$ cat src/rtl/car_sensor_emulator.sv
// Parking-lot photo-sensor stimulus generator: plays the a/b waveform of a car
// entering, a car exiting, or a pedestrian at either sensor, one crossing per request.
module car_sensor_emulator #(
  parameter int PHASE_CYCLES = 4,
  parameter int GAP_CYCLES   = 4
) (
  input  logic       clk,
  input  logic       reset,
  input  logic       start,
  input  logic [1:0] kind,
  output logic       ready,
  output logic       busy,
  output logic       done,
  output logic       a,
  output logic       b
);

  typedef enum logic [2:0] {
    S_IDLE = 3'd0,
    S_PH1  = 3'd1,
    S_PH2  = 3'd2,
    S_PH3  = 3'd3,
    S_GAP  = 3'd4
  } state_t;

  localparam int MAX_CYCLES = (PHASE_CYCLES > GAP_CYCLES) ? PHASE_CYCLES : GAP_CYCLES;
  localparam int CW = $clog2(MAX_CYCLES) + 1;
  localparam logic [CW-1:0] CNT_ZERO = {CW{1'b0}};
  localparam logic [CW-1:0] CNT_ONE  = CW'(1);
  localparam logic [CW-1:0] PH_LOAD  = CW'(PHASE_CYCLES - 1);
  localparam logic [CW-1:0] GAP_LOAD = CW'(GAP_CYCLES - 1);

  state_t        ps_r, ps_nxt_s;
  logic [1:0]    kind_r, kind_nxt_s;
  logic [CW-1:0] cnt_r, cnt_nxt_s;
  logic          done_nxt_s;

  // {a,b} shown while in a given state; kind[0] selects the b-side-first variants.
  function automatic logic [1:0] pattern(input state_t st, input logic [1:0] k);
    logic [1:0] ab;
    ab = 2'b00;
    case (st)
      S_PH1:   ab = k[0] ? 2'b01 : 2'b10;
      S_PH2:   ab = k[1] ? 2'b00 : 2'b11;
      S_PH3: begin
        case (k)
          2'b00:   ab = 2'b01;
          2'b01:   ab = 2'b10;
          default: ab = 2'b00;
        endcase
      end
      default: ab = 2'b00;
    endcase
    return ab;
  endfunction

  assign ready = (ps_r == S_IDLE);
  assign busy  = ~ready;

  // Next-state, phase counter and done decode.
  always_comb begin
    ps_nxt_s   = ps_r;
    kind_nxt_s = kind_r;
    cnt_nxt_s  = cnt_r;
    done_nxt_s = 1'b0;
    case (ps_r)
      S_IDLE: begin
        if (start) begin
          ps_nxt_s   = S_PH1;
          kind_nxt_s = kind;
          cnt_nxt_s  = PH_LOAD;
        end else begin
          ps_nxt_s   = S_IDLE;
        end
      end
      S_PH1, S_PH2, S_PH3: begin
        if (cnt_r != CNT_ZERO) begin
          cnt_nxt_s = cnt_r - CNT_ONE;
        end else if (kind_r[1] || (ps_r == S_PH3)) begin
          ps_nxt_s  = S_GAP;
          cnt_nxt_s = GAP_LOAD;
        end else begin
          ps_nxt_s  = (ps_r == S_PH1) ? S_PH2 : S_PH3;
          cnt_nxt_s = PH_LOAD;
        end
      end
      S_GAP: begin
        if (cnt_r != CNT_ZERO) begin
          cnt_nxt_s = cnt_r - CNT_ONE;
        end else begin
          ps_nxt_s   = S_IDLE;
          cnt_nxt_s  = CNT_ZERO;
          done_nxt_s = 1'b1;
        end
      end
      default: begin
        ps_nxt_s  = S_IDLE;
        cnt_nxt_s = CNT_ZERO;
      end
    endcase
  end

  // State and registered outputs; the sensor lines are loaded with the pattern of the state being entered.
  always_ff @(posedge clk) begin
    if (reset) begin
      ps_r   <= S_IDLE;
      kind_r <= 2'b00;
      cnt_r  <= CNT_ZERO;
      done   <= 1'b0;
      a      <= 1'b0;
      b      <= 1'b0;
    end else begin
      ps_r   <= ps_nxt_s;
      kind_r <= kind_nxt_s;
      cnt_r  <= cnt_nxt_s;
      done   <= done_nxt_s;
      {a, b} <= pattern(ps_nxt_s, kind_nxt_s);
    end
  end

endmodule

$ cat config.mk
export PLATFORM = sky130hd
export DESIGN_NAME = car_sensor_emulator
export DESIGN_NICKNAME = d
export VERILOG_FILES = /design/src/rtl/car_sensor_emulator.sv
export SDC_FILE = /design/constraint.sdc
export NUM_CORES = 1
export LEC_CHECK = 0
export CORE_AREA = 2 2 39 41
export CTS_BUF_LIST = sky130_fd_sc_hd__clkbuf_8
export DETAILED_ROUTE_END_ITERATION = 6
export DIE_AREA = 0 0 41 43
export GPL_ROUTABILITY_DRIVEN = 0
export GPL_TIMING_DRIVEN = 0
export PLACE_DENSITY_LB_ADDON = 0.08
export SLEW_MARGIN = 20
export SYNTH_ARGS = -nofsm -noshare
export SYNTH_HDL_FRONTEND = slang
export SYNTH_SLANG_ARGS = --single-unit
$ cat constraint.sdc
create_clock -name clk -period 1.95 [get_ports clk]
set_input_delay 0.39 -clock clk [delete_from_list [all_inputs] [get_ports clk]]
set_output_delay 0.39 -clock clk [all_outputs]
set_load 0.01 [all_outputs]
# [Word level (Yosys, flattened, before mapping)]
# Index checks and enable logic that the tools add are counted.
[word_totals] ff_bits=11 out_inout_bits=5
[op_classes] add_sub_neg=1 n_eq_ne=9 n_mux=17 n_bitwise=2 n_reduce_logical=6
[ops] cell="$mux W3" n=6
[ops] cell="$pmux W3 S3" n=2
[ops] cell="$eq A3 B2 Y1 const B" n=4
[ops] cell="$mux W2" n=4
[ops] cell="$eq A3 B1 Y1 const B" n=2
[ops] cell="$pmux W2 S3" n=1
[ops] cell="$pmux W2 S2" n=1
[ops] cell="$eq A3 B3 Y1 const B" n=1
[ops] cell="$logic_not A3 Y1" n=1
[ops] cell="$mux W1" n=3
[ops] cell="$reduce_bool A3 Y1" n=1
[ops] cell="$reduce_or A3 Y1" n=1
[ops] cell="$sub A3 B1 Y3 const B" n=1
[ops] cell="$eq A2 B1 Y1 const B" n=1
[ops] cell="$logic_not A2 Y1" n=1
[ops] cell="$ne A2 B2 Y1 const B" n=1
[ops] cell="$not A1 Y1" n=2
[ops] cell="$reduce_or A2 Y1" n=1
[ops] cell="$logic_or A1 B1 Y1" n=1

# [Depth between registers and ports, before layout]
# Gate-level depths: netlist of the first run.
[depth] word_depth=7 mapped_depth=6

# [Worst setup path after synthesis of the first run]
# No wires, ideal clock.
[synth_path] kind="register to register" startpoint="reg ps_r[0]" endpoint="reg a" t_arrival_ns=1.472 required_ns=1.878 slack_ns=0.406 stages_incl_launch_ff=6 period_less_slack_ns=1.544 cell_sequence="dfxtp_1 buf_4 nor4b_4 mux2i_1 nor4b_2 mux2i_1"
[synth_between] elab_chain_len=7 word_cells_on_any_way=22 classes_between="eq/ne (8); mux (10); reduce/logical (4)"
[synth_rtl] item="start, declared" line="33" rtl="state_t ps_r, ps_nxt_s;"
[synth_rtl] item="start signal, assigned" line="113" rtl="ps_r <= ps_nxt_s;"
[synth_rtl] item="$eq A3 B1 Y1 or $eq A3 B2 Y1 (tied branches)" line="66, 83, 79"
[synth_rtl] item="$mux W1 or $logic_or A1 B1 Y1 (tied branches)" line="83, 79"
[synth_rtl] item="$mux W3" line="79" rtl="end else if (kind_r[1] || (ps_r == S_PH3)) begin"
[synth_rtl] item="$mux W3" line="77" rtl="if (cnt_r != CNT_ZERO) begin"
[synth_rtl] item="$pmux W3 S3" line="66" rtl="case (ps_r)"
[synth_rtl] item="$eq A3 B2 Y1 or $eq A3 B1 Y1 (tied branches)" line="42" rtl="case (st)"
[synth_rtl] item="$pmux W2 S3 (*)" line="42"
[synth_rtl] item="end signal, assigned" line="117" rtl="{a, b} <= pattern(ps_nxt_s, kind_nxt_s);"
[synth_rtl] item="end, declared" line="14" rtl="output logic a,"
# Every way passes the cells marked *; elsewhere a longest branch is shown, timed or not.
# A chain may end at the register's enable or synchronous reset.

# [Final worst setup path of the first run]
[layout_path] startpoint="in start" endpoint="reg a"
[layout_between] elab_chain_len=5 word_cells_on_any_way=13 classes_between="eq/ne (4); mux (8); reduce/logical (1)"
[layout_rtl] item="start, declared" line="9" rtl="input logic start,"
[layout_rtl] item="$mux W2" line="68" rtl="if (start) begin"
[layout_rtl] item="$mux W2" line="66"
[layout_rtl] item="$eq A2 B1 Y1 or $logic_not A2 Y1 (tied branches)" line="46" rtl="case (k)"
[layout_rtl] item="$pmux W2 S2" line="46"
[layout_rtl] item="$pmux W2 S3 (*)" line="42"
# Marked as above.

==> impl_results.md, run 1 <==
- Status: complete, no violations
- Area grow syn2layout: 29.2%
- Synthesized area: 626 um2
- CP max FO: 5
- Startpoint types: input pin
- Gate Count Post-Synth: 68
- DP Area: 726 um2
- Yosys cell types: 31
- Worst Setup SP: start
- Reg2reg start: ps_r[0]
- Footprint of the multi-input gates: 395 um2
- CTS root buf: clkbuf_8
- HP Class: reg2reg
- Mean Syn Cell Area: 9.20 um2
- Layout net count: 87
- Least-Margin Pin Slew: 441 ps
- CP endpoint kind: flip-flop
- Ranking of synthesized cells by area: dfxtp_1, nor4b_4, mux2i_1
- Max_slew headroom: 70.5%
- Initial DRC Count: 11
- Met2 WL: 561 um
- Top Metal Used: met4
- Top cell type's share of synthesized area: 35.2%
- I/O pins: 10
- Synth warnings: 0
- Clock sink count: 11
- Pwr Density: 1060 nW/um2
- Die X: 41 um
- Fillers: 126
- Final WL: 1.27 mm
- Setup WS post-layout: 65.2 ps
- Hold slack: 515 ps
- Critical Path RT: 2110 ps
- Antenna Nets Post-Route: 0
- Grt ovf: 0
- TritonRoute pass-1 iters: 4
- Max VDD drop: 620 uV
- Share of cells above drive strength 1: 23.5%
- Worst skew pair latency: 240 ps
- FF+latch area: 223 um2
- Fin util: 58.4%
- Critical Path AT: 2050 ps
- Hold path start: kind_r[0]
- H-tree depth: 1
- Initial core utilization: 45.2%
- DIE HEIGHT: 43 um
- Per-cell routed wire length: 13.1 um
- Routed length on met3: 31 um
- Register area share after synthesis: 35.2%
- Clock Path Buffers: 2
- Tcrit/Tclk final: 96.7%
- Synth Register Bits: 11
- Delay of the slowest critical-path stage: 570 ps
- Setup violations, final: 0
- Internal power: 571 uW
- Core box area: 1380 um2
- Fin. max-slew vios: 0
- Skew final: 3.14 ps
- TritonCTS clock tree: built
- Leading cell type in the layout, fill and taps excluded: nor2_1
- Num CTS Buffers: 3
- Vias per inst: 5.31
- Largest net degree at the start of global routing: 11
- Initial antenna violation count: 0
- Number of port buffers: 8
- Pre-CTS setup slack: -245 ps
- Most frequent cells in the layout: nor2_1, dfxtp_1, clkdlybuf4s50_1
- FMAX: 531 MHz
- Die Area: 1760 um2
- DRC violations left: 0
- Clk network pwr share: 26.5%
- Crit path top cell by count: nor4b_4
- Crit path cell chain: clkdlybuf4s50_1, nor4b_4, mux2i_2, nor4b_4, mux2i_1
- FP Rows: 14
- Global-route wire length before repair: 2.17 mm
- DP HPWL: 882 um
- Diodes inserted: 0
- Crit path kind: in2reg
- Slowest stage cell, crit path: clkdlybuf4s50_1
- Vias: 515
- Net Sw Frac: 33.2%
- Number of global-route vias before repair: 492
- DRT met1 WL: 642 um
- Sequential Power Share: 35.1%
- Total Routing Usage GR: 18.6%
- Comb pwr share: 38.4%
- RSZ-0062 raised after global routing: no
- Post-Layout Inst Area: 808 um2
- Tmin final: 1880 ps
- Final Hold Fails: 0
- Max-cap violations: 0
- Leak pwr: 0.331 nW
- Synth area leader: dfxtp_1
- P_sw: 284 uW
- Clk slew on worst S/H paths: 50 ps
- Mapped Nets: 73
[worst max-delay path, delay by kind of cell]
family	cells	cell delay, ps
buffers and inverters	1	570
and+or+nand+nor	2	570
muxes	2	510
[final timing paths]
kind / cells past startpoint / slack [ps] / to
hold reg to reg: 2 / 510 / kind_r[0]
hold / removal: 2 / 510 / kind_r[0]
setup reg to reg: 5 / 300 / a
setup / recovery: 5 / 70 / a
[kinds of logic after synthesis]
| family | Yosys count | synth area share, % |
|---|---|---|
| simple gates | 31 | 36.6 |
| compound gates | 16 | 17.2 |
| flops | 11 | 35.2 |
| buf+inv | 6 | 4.60 |
| mux | 4 | 6.40 |
[repair_timing]
item / CTS / global route
buffers inserted: 0 / 1
pin swaps: 0 / 1
hold buffers: 0 / 0
cloned: 0 / 0
setup endpoints to repair: 2 / 3
gates resized for setup: 2 / 6
[final cells by class]
type / instances / area share (%)
multi-input cells: 51 / 48.9
plain buffers: 4 / 3.41
inverters: 2 / 0.929
clock buffers: 3 / 5.11
clock inverters: 1 / 0.464
flip-flops and latches: 11 / 27.6
repair buffers: 9 / 11.1
well taps: 16 / 2.48
[power by group through the flow]
stage	clock network (mW)	logic, mW	registers, mW
2_1_floorplan	0	0.212	0.299
6_report	0.227	0.329	0.300
3_3_place_gp	0	0.301	0.299
3_5_place_dp	0	0.303	0.301
5_1_grt	0.249	0.356	0.306
4_1_cts	0.236	0.312	0.297
[through the flow]
stage,setup TNS (ps),instances,power [mW]
3_5_place_dp,-245,92,0.604
2_1_floorplan,0,68,0.511
3_3_place_gp,-223,92,0.600
6_report,0,97,0.855
5_1_grt,0,97,0.912
4_1_cts,0,96,0.845
[metal layers]
metal	track usage [%]	up-vias
met5	0	-
met4	12.0	0
met1	26.7	230
li1	-	275
met3	4.71	4
met2	23.8	6
[cells in the mapped netlist, drive strengths merged]
cell type / n
a211oi: 1
a21o: 1
a21oi: 1
a311oi: 1
a31oi: 3
and3: 1
and3b: 1
buf: 4
dfxtp: 11
inv: 2
mux2i: 4
nand2: 4
nand3: 1
nor2: 10
nor2b: 2
nor3: 3
nor3b: 2
nor4: 2
nor4b: 3
o211ai: 1
o21a: 2
o21ai: 5
o22ai: 1
or3: 2
[sequential cells by signal, summed over array words and instances, names as in the netlist]
name / flops
a: 1
ps_r: 3
cnt_r: 3
b: 1
done: 1
kind_r: 2
No activity file was read; power rests on OpenSTA's default activity.
==> run 2, diff against run 1 <==
Settings changed: CTS_CLUSTER_DIAMETER set to 150.
==> results of run 2 <==
Same layout as run 1: the final DEF is identical, and so are final timing and power.
